$ cat config.mk
export PLATFORM = sky130hd
export DESIGN_NAME = if_id_queue
export DESIGN_NICKNAME = d
export VERILOG_FILES = /design/src/rtl/cpu_pkg.sv /design/src/rtl/ifq_ptr_ctrl.sv /design/src/rtl/if_id_queue.sv
export SDC_FILE = /design/constraint.sdc
export NUM_CORES = 1
export LEC_CHECK = 0
export ABC_AREA = 1
export BUFFER_PORTS_ARGS = -buffer_cell sky130_fd_sc_hd__buf_2
export CAP_MARGIN = 10
export CORE_ASPECT_RATIO = 2
export CORE_UTILIZATION = 30
export DETAILED_ROUTE_END_ITERATION = 12
export GPL_ROUTABILITY_DRIVEN = 0
export PLACE_DENSITY = 0.58
export RECOVER_POWER = 100
export SYNTH_ARGS = -nofsm -noshare
export SYNTH_HDL_FRONTEND = slang
export SYNTH_SLANG_ARGS = --single-unit
$ cat constraint.sdc
create_clock -name clk -period 10.3 [get_ports clk]
set_input_delay 1.03 -clock clk [delete_from_list [all_inputs] [get_ports clk]]
set_output_delay 1.03 -clock clk [all_outputs]
set_load 0.01 [all_outputs]
$ cat src/rtl/cpu_pkg.sv
// cpu_pkg: shared pipeline types and defaults for the IF/ID instruction queue
// Contents: if_id_entry_t {pc, instr}, NOP_INSTR (decode filler), IFQ_DEPTH (default queue depth)
package cpu_pkg;
  localparam int IFQ_DEPTH = 4;
  localparam logic [31:0] NOP_INSTR = 32'h00000000;
  typedef struct packed {
    logic [31:0] pc;
    logic [31:0] instr;
  } if_id_entry_t;
endpackage

$ cat src/rtl/ifq_ptr_ctrl.sv
// ifq_ptr_ctrl: read/write pointers and occupancy for the IF/ID queue
// Ports: clk, rst (async, active high); flush, push, pop (already qualified by the top);
//        wr_ptr, rd_ptr (wrap modulo DEPTH); count (occupancy); full, empty
module ifq_ptr_ctrl #(
  parameter int DEPTH = 4
) (
  input  logic                     clk,
  input  logic                     rst,
  input  logic                     flush,
  input  logic                     push,
  input  logic                     pop,
  output logic [$clog2(DEPTH)-1:0] wr_ptr,
  output logic [$clog2(DEPTH)-1:0] rd_ptr,
  output logic [$clog2(DEPTH):0]   count,
  output logic                     full,
  output logic                     empty
);
  localparam int AW = $clog2(DEPTH);
  localparam int CW = AW + 1;
  logic [AW-1:0] wr_ptr_q, wr_ptr_d, rd_ptr_q, rd_ptr_d;
  logic [CW-1:0] count_q, count_d;
  always_comb begin
    wr_ptr_d = wr_ptr_q + AW'(push && !flush);
    // a flush abandons everything between the pointers by snapping rd onto wr
    rd_ptr_d = flush ? wr_ptr_q : rd_ptr_q + AW'(pop);
    count_d  = flush ? '0 : count_q + CW'(push) - CW'(pop);
  end
  always_ff @(posedge clk or posedge rst) begin
    if (rst) begin
      wr_ptr_q <= '0;
      rd_ptr_q <= '0;
      count_q  <= '0;
    end else begin
      wr_ptr_q <= wr_ptr_d;
      rd_ptr_q <= rd_ptr_d;
      count_q  <= count_d;
    end
  end
  assign wr_ptr = wr_ptr_q;
  assign rd_ptr = rd_ptr_q;
  assign count  = count_q;
  assign full   = count_q == CW'(DEPTH);
  assign empty  = count_q == '0;
endmodule

$ cat src/rtl/if_id_queue.sv
// if_id_queue: FIFO of {pc_next, instruction} pairs between fetch and decode, NOP when empty
// Ports: clk, rst (async, active high), flush (redirect, empties queue);
//        if_valid/if_pc_next/if_instruction/if_ready (fetch side);
//        id_valid/id_pc_next/id_instruction/id_ready (decode side); count (occupancy)
// Option: define IFQ_BYPASS_EN to pass a fetch pair straight to decode when the queue is empty
module if_id_queue
  import cpu_pkg::*;
#(
  parameter int                DEPTH     = IFQ_DEPTH,
  parameter int                DATA_W    = 32,
  parameter logic [DATA_W-1:0] NOP_INSTR = cpu_pkg::NOP_INSTR
) (
  input  logic                     clk,
  input  logic                     rst,
  input  logic                     flush,
  input  logic                     if_valid,
  input  logic [DATA_W-1:0]        if_pc_next,
  input  logic [DATA_W-1:0]        if_instruction,
  output logic                     if_ready,
  output logic                     id_valid,
  output logic [DATA_W-1:0]        id_pc_next,
  output logic [DATA_W-1:0]        id_instruction,
  input  logic                     id_ready,
  output logic [$clog2(DEPTH):0]   count
);
  localparam int AW = $clog2(DEPTH);
  logic [2*DATA_W-1:0] mem_q [DEPTH];
  logic [2*DATA_W-1:0] head;
  logic [AW-1:0] wr_ptr, rd_ptr;
  logic full, empty, push, pop, byp;
  ifq_ptr_ctrl #(.DEPTH(DEPTH)) u_ptr (
    .clk(clk), .rst(rst), .flush(flush), .push(push), .pop(pop),
    .wr_ptr(wr_ptr), .rd_ptr(rd_ptr), .count(count), .full(full), .empty(empty)
  );
  // refusing pushes when full even if a pop happens keeps id_ready off the if_ready path
  assign if_ready = !full;
  always_comb begin
    head = mem_q[rd_ptr];
    byp  = 1'b0;
`ifdef IFQ_BYPASS_EN
    byp  = empty && if_valid;
`endif
    id_valid       = !empty || byp;
    id_pc_next     = !empty ? head[2*DATA_W-1:DATA_W] : byp ? if_pc_next : '0;
    id_instruction = !empty ? head[DATA_W-1:0] : byp ? if_instruction : NOP_INSTR;
    pop            = !empty && id_ready && !flush;
    // a bypassed pair that decode takes this cycle is never written
    push           = if_valid && if_ready && !flush && !(byp && id_ready);
  end
  always_ff @(posedge clk) begin
    if (push) mem_q[wr_ptr] <= {if_pc_next, if_instruction};
  end
endmodule

Word level (Yosys, flattened, before mapping)
Memories as Yosys holds them, arrays and structs flattened.
Cells that the tools add are included.
W data, S select, Z words.
{"block": "totals", "reg_bits": 7, "mem_bits_rw": 256, "inputBits": 69, "out_inout_bits": 69, "memories": 1}
{"block": "classes", "n_addsub": 4, "n_eq_ne": 1, "mux": 6, "reduce_logical": 9}
{"name": "mem_q", "depth": 4, "word_bits": 64, "rd": 1, "rd_ports_with_merged_regs": 0, "wr": 1, "line": "if_id_queue.sv:27", "rtl": "logic [2*DATA_W-1:0] mem_q [DEPTH];"}
{"cell": "$mux W32", "n": 2}
{"cell": "$logic_and A1 B1 Y1", "n": 5}
{"cell": "$add A2 B1 Y2", "n": 2}
{"cell": "$add A3 B1 Y3", "n": 1}
{"cell": "$eq A3 B3 Y1 const B", "n": 1}
{"cell": "$logic_not A1 Y1", "n": 3}
{"cell": "$logic_not A3 Y1", "n": 1}
{"cell": "$mux W3", "n": 1}
{"cell": "$sub A3 B1 Y3", "n": 1}
{"cell": "$mux W1", "n": 2}
{"cell": "$mux W2", "n": 1}

Longest topological paths before layout
{"block": "depth", "word_depth": 7, "depth_mapped": 9, "depth_no_buf": 9}

Cells and area by module
Synthesis repeated with hierarchy kept, for this count alone.
{"block": "unflattened", "cells_unflattened": 1062, "hier_area_um2": 11219.5}
{"mod": "if_id_queue", "instances": 1, "cells_per_inst": 1023, "area_each_um2": 10856.7}
{"mod": "ifq_ptr_ctrl", "instances": 1, "cells_per_inst": 39, "area_each_um2": 362.8}

Least setup slack after synthesis
No wires, ideal clock.
{"block": "synth_path", "kind": "input to register", "from": "input flush", "to": "memory mem_q[1][0] (netlist bit), enable pin", "setup_time_ns": 0.565, "arrival_time_ns": 5.638, "path_slack_ns": 4.097, "path_stages": 3, "path_buffers": 0, "path_cell_list": "inv_1 -> nand3_1 -> nor3_1"}
{"block": "synth_between", "elab_chain_len": 4}
{"element": "from (decl)", "line": "if_id_queue.sv:15", "rtl": "input logic flush,"}
{"element": "$logic_not A1 Y1", "line": "if_id_queue.sv:48", "rtl": "push = if_valid && if_ready && !flush && !(byp && id_ready);"}
{"element": "$logic_and A1 B1 Y1", "line": "if_id_queue.sv:48"}
{"element": "$mux W1", "line": "if_id_queue.sv:51", "rtl": "if (push) mem_q[wr_ptr] <= {if_pc_next, if_instruction};"}
{"element": "$mux W1 (not written as such)", "line": "if_id_queue.sv:51"}
{"element": "to (decl)", "line": "if_id_queue.sv:27"}
No other way between the ends.

Final worst setup path
{"block": "layout_path", "from": "register u_ptr.rd_ptr_q[0], in the netlist u_ptr.rd_ptr[0]", "to": "output id_instruction[13]"}
{"block": "layout_between", "elab_chain_len": 2}
{"element": "from (decl)", "line": "ifq_ptr_ctrl.sv:20", "rtl": "logic [AW-1:0] wr_ptr_q, wr_ptr_d, rd_ptr_q, rd_ptr_d;"}
{"element": "from (signal assigned)", "line": "ifq_ptr_ctrl.sv:35", "rtl": "rd_ptr_q <= rd_ptr_d;"}
{"element": "$mem_v2 Z4 W64"}
{"element": "$mux W32", "line": "if_id_queue.sv:45", "rtl": "id_instruction = !empty ? head[DATA_W-1:0] : byp ? if_instruction : NOP_INSTR;"}
{"element": "to (decl)", "line": "if_id_queue.sv:22", "rtl": "output logic [DATA_W-1:0] id_instruction,"}
No other way between the ends.

==> results.cfg <==
[die]
io-pin-count = 138
width_of_the_chip_um = 133.3
core.rowCount = 95
die_area_um2 = 35260
start_util_pct = 30.63
chipHeight_um = 264.6
coreArea_um2 = 33760

[placement]
place_ws_ns = 6.436
detailedPlacementHpwl_um = 13600
place.port_buffers = 137

[synthesis]
synthesis.instances = 807
synth_compound_area_share_pct = 9.487
yosysSeqAreaShare_pct = 76.04
synth-warning-count = 0
synth_nets = 879
syn-cell-area_um2 = 10340
largest_family_of_logic_cells_by_synthesized_area = simple AND/OR/NAND/NOR gates
synth-seq-cells = 263
syn_area_per_cell_um2 = 12.81
synth_simple_gate_area_share_pct = 10.35
synth_xor_xnor_area_share_pct = 0.08470
share_of_synthesized_cell_area_in_full_adder_half_adder_and_majority_cells_pct = 0.4356
yosysUniqueCellTypes = 22
post_synth_mux_area_share_pct = 0

[worst_setup_path]
critical_path.startpoint = u_ptr.rd_ptr[0]
end_kind = primary output
worst-setup-path-type = flip-flop to primary output
startpoint_type = flip-flop
r2r.worst_path.cells = 5
crit_path_cell_trace = inv_4 > buf_4 > o21ai_0 > a21oi_1 > buf_2
slowest_delay_ns = 2.15
endpoint_arrival_time_on_the_critical_path_ns = 4.76
rr_startpoint = u_ptr.count[1]
r2r_setup_slack_ns = 5.02
timing.critical_path.fanout_max = 73
worstReg2RegEnd = mem_q[1][13]
critical-path-slowest-cell = dfrtp_1
timing.critical_path.required_ns = 9.27

[power]
power_density_nw_per_um2 = 268.5
p_comb_share_pct = 30.1
seq_power_share_pct = 43.8
p_clk_share_pct = 26.1
p_sw_w = 0.001139
power.ir.vdd_worst_uv = 145.0
swShare_pct = 35.64
p_int_w = 0.002056
static-leakage-power_nw = 3.889

[cells_and_area]
syn2layout_area_growth_pct = 15.05
layout_commonest_cell = nor2_1
final_layout_size_suffix_gt1_share_pct = 6.660
most-common-layout-cells = 260 x nor2_1, 256 x edfxtp_1, 126 x clkbuf_1
finish.net_count = 1001

[timing]
post-route-worst-setup-slack_ns = 4.515
final.period_utilization_pct = 56.17
transition_at_the_pin_with_the_smallest_max_transition_slack_ns = 4.440
grt_setup_unrepaired = false
clock-skew-final_ns = 0.01096
final-hold-violation-count = 0
fmax_ghz = 0.1729
finalSetupTns_ns = 0
fin_crit_ns = 5.785
finalSetupViolations = 0
worst_slew_margin_rel_pct = -196.0
max_transition_viols_final = 319

[detailed_routing]
drt-total-wl_um = 24520
drc = 0
route.detailed.wl_per_inst_um = 17.72
final_antenna_net_count = 0
dr_total_vias = 6486
detailedRoute.firstPassIterationCount = 4
drtIter0Drc = 364
drt-vias-per-instance = 4.686

[clock_tree]
cts_tree = done
clk_pin_slew_worst_paths_ns = 0.07
clock_insertion_delay_worst_skew_ns = 0.52
cts_post_setup_buffers_inserted = 0
cts_resized = 0
number_of_buffers_created_by_cts = 23
post_cts_hold_buffer_count = 0
clockBufferDepth = 3
clock_tree.root_cell = clkbuf_16
cts.htree.levels = 1
cts.sinks = 263

[job]
maxCapViolCount = 5

[global_routing]
global_route.overflow_total = 0
grt_start_max_net_pins = 74
via_count_of_the_first_global_routing_pass = 6652
grt_antenna_before_repair = 4
global_route_wire_length_before_repair_um = 36890
grt.total_usage_pct = 13.91

[outcome]
failing_checks = max-capacitance violations, max-slew violations
status = finished, violations left

[hold_path]
worstHoldPathType = input pin to asynchronous set/reset pin
[flip-flops by register name (all words and copies together) (netlist names)]
signal	cells
mem_q	256
u_ptr.count	3
u_ptr.rd_ptr	2
u_ptr.wr_ptr	2
[final cells by class]
cell class / instances / area [um2]
fillers: 3367 / 21860
well taps: 436 / 545.5
inverters: 15 / 58.81
repair buffers: 146 / 588.1
clock buffers: 25 / 583.1
flip-flops and latches: 263 / 7864
diodes: 2 / 5.005
clock inverters: 17 / 142.6
multi-input cells: 480 / 2110
[worst max-delay path, delay by kind of cell (launching register included)]
kind	cells	cell delay (ns)
buf+inv	3	1.58
compound gates	2	0.41
flops	1	2.15
[Yosys cell counts]
| cell | instances | area share [%] |
|---|---|---|
| o21ai_1 | 57 | 2.8 |
| or2_2 | 1 | 0.061 |
| nor3_1 | 5 | 0.24 |
| o21ai_0 | 73 | 3.5 |
| xor2_1 | 1 | 0.085 |
| clkbuf_1 | 2 | 0.073 |
| ha_1 | 2 | 0.24 |
| inv_1 | 12 | 0.44 |
| inv_2 | 3 | 0.11 |
| clkbuf_2 | 9 | 0.44 |
| nand3_1 | 4 | 0.19 |
| buf_2 | 25 | 1.2 |
| fa_1 | 1 | 0.19 |
| buf_4 | 2 | 0.15 |
| dfrtp_1 | 7 | 1.7 |
| and3_1 | 1 | 0.061 |
| edfxtp_1 | 256 | 74 |
| buf_6 | 11 | 1.2 |
| a21oi_1 | 66 | 3.2 |
| nand2_1 | 8 | 0.29 |
| nor2_1 | 260 | 9.4 |
| nand4_1 | 1 | 0.061 |
[power by group through the flow]
stage / Clock [W] / Combinational [W] / Sequential (W)
after global routing: 0.000894 / 0.00108 / 0.00141
after CTS: 0.000863 / 0.00102 / 0.00139
after global placement: 0 / 0.00101 / 0.00141
after detailed placement: 0 / 0.00102 / 0.00141
final: 0.000835 / 0.000961 / 0.00140
after floorplan: 0 / 0.000708 / 0.00137
[stage by stage]
| step | instance area (um2) | utilization, % | hold slack (ns) | instances | total power, W |
|---|---|---|---|---|---|
| floorplan | 10340 | - | 0.5011 | 807 | 0.002078 |
| global placement | 11350 | 33.62 | 0.5753 | 1340 | 0.002418 |
| detailed placement | 11350 | 33.62 | 0.5744 | 1340 | 0.002431 |
| CTS | 12080 | 35.77 | 0.4130 | 1382 | 0.003273 |
| global route | 11890 | 35.23 | 0.4362 | 1383 | 0.003387 |
| finish | 11900 | 35.24 | 0.4403 | 1384 | 0.003194 |
[layer usage]
metal	vias to the layer above	global-route usage, %	wire length [um]
met1	3195	14.01	8963
met2	143	27.06	13550
li1	3095	-	-
met5	-	0	41
met4	6	6.265	884
met3	47	2.544	1089
[cell families after synthesis]
family	count (synthesis)
AND/OR/NAND/NOR	280
flip-flops	263
AO/OA/AOI/OAI	196
buffers and inverters	64
adder cells (fa/ha/maj)	3
XOR/XNOR	1
[worst max path at each step]
stage,cells past startpoint,endpoint
after detailed placement,5,id_instruction[9]
after global routing,5,id_instruction[8]
final,5,id_instruction[13]
after global placement,5,id_instruction[9]
after CTS,5,id_instruction[9]
after floorplan,3,mem_q[1][0]
Note: power is estimated with default switching activity, not from simulation.
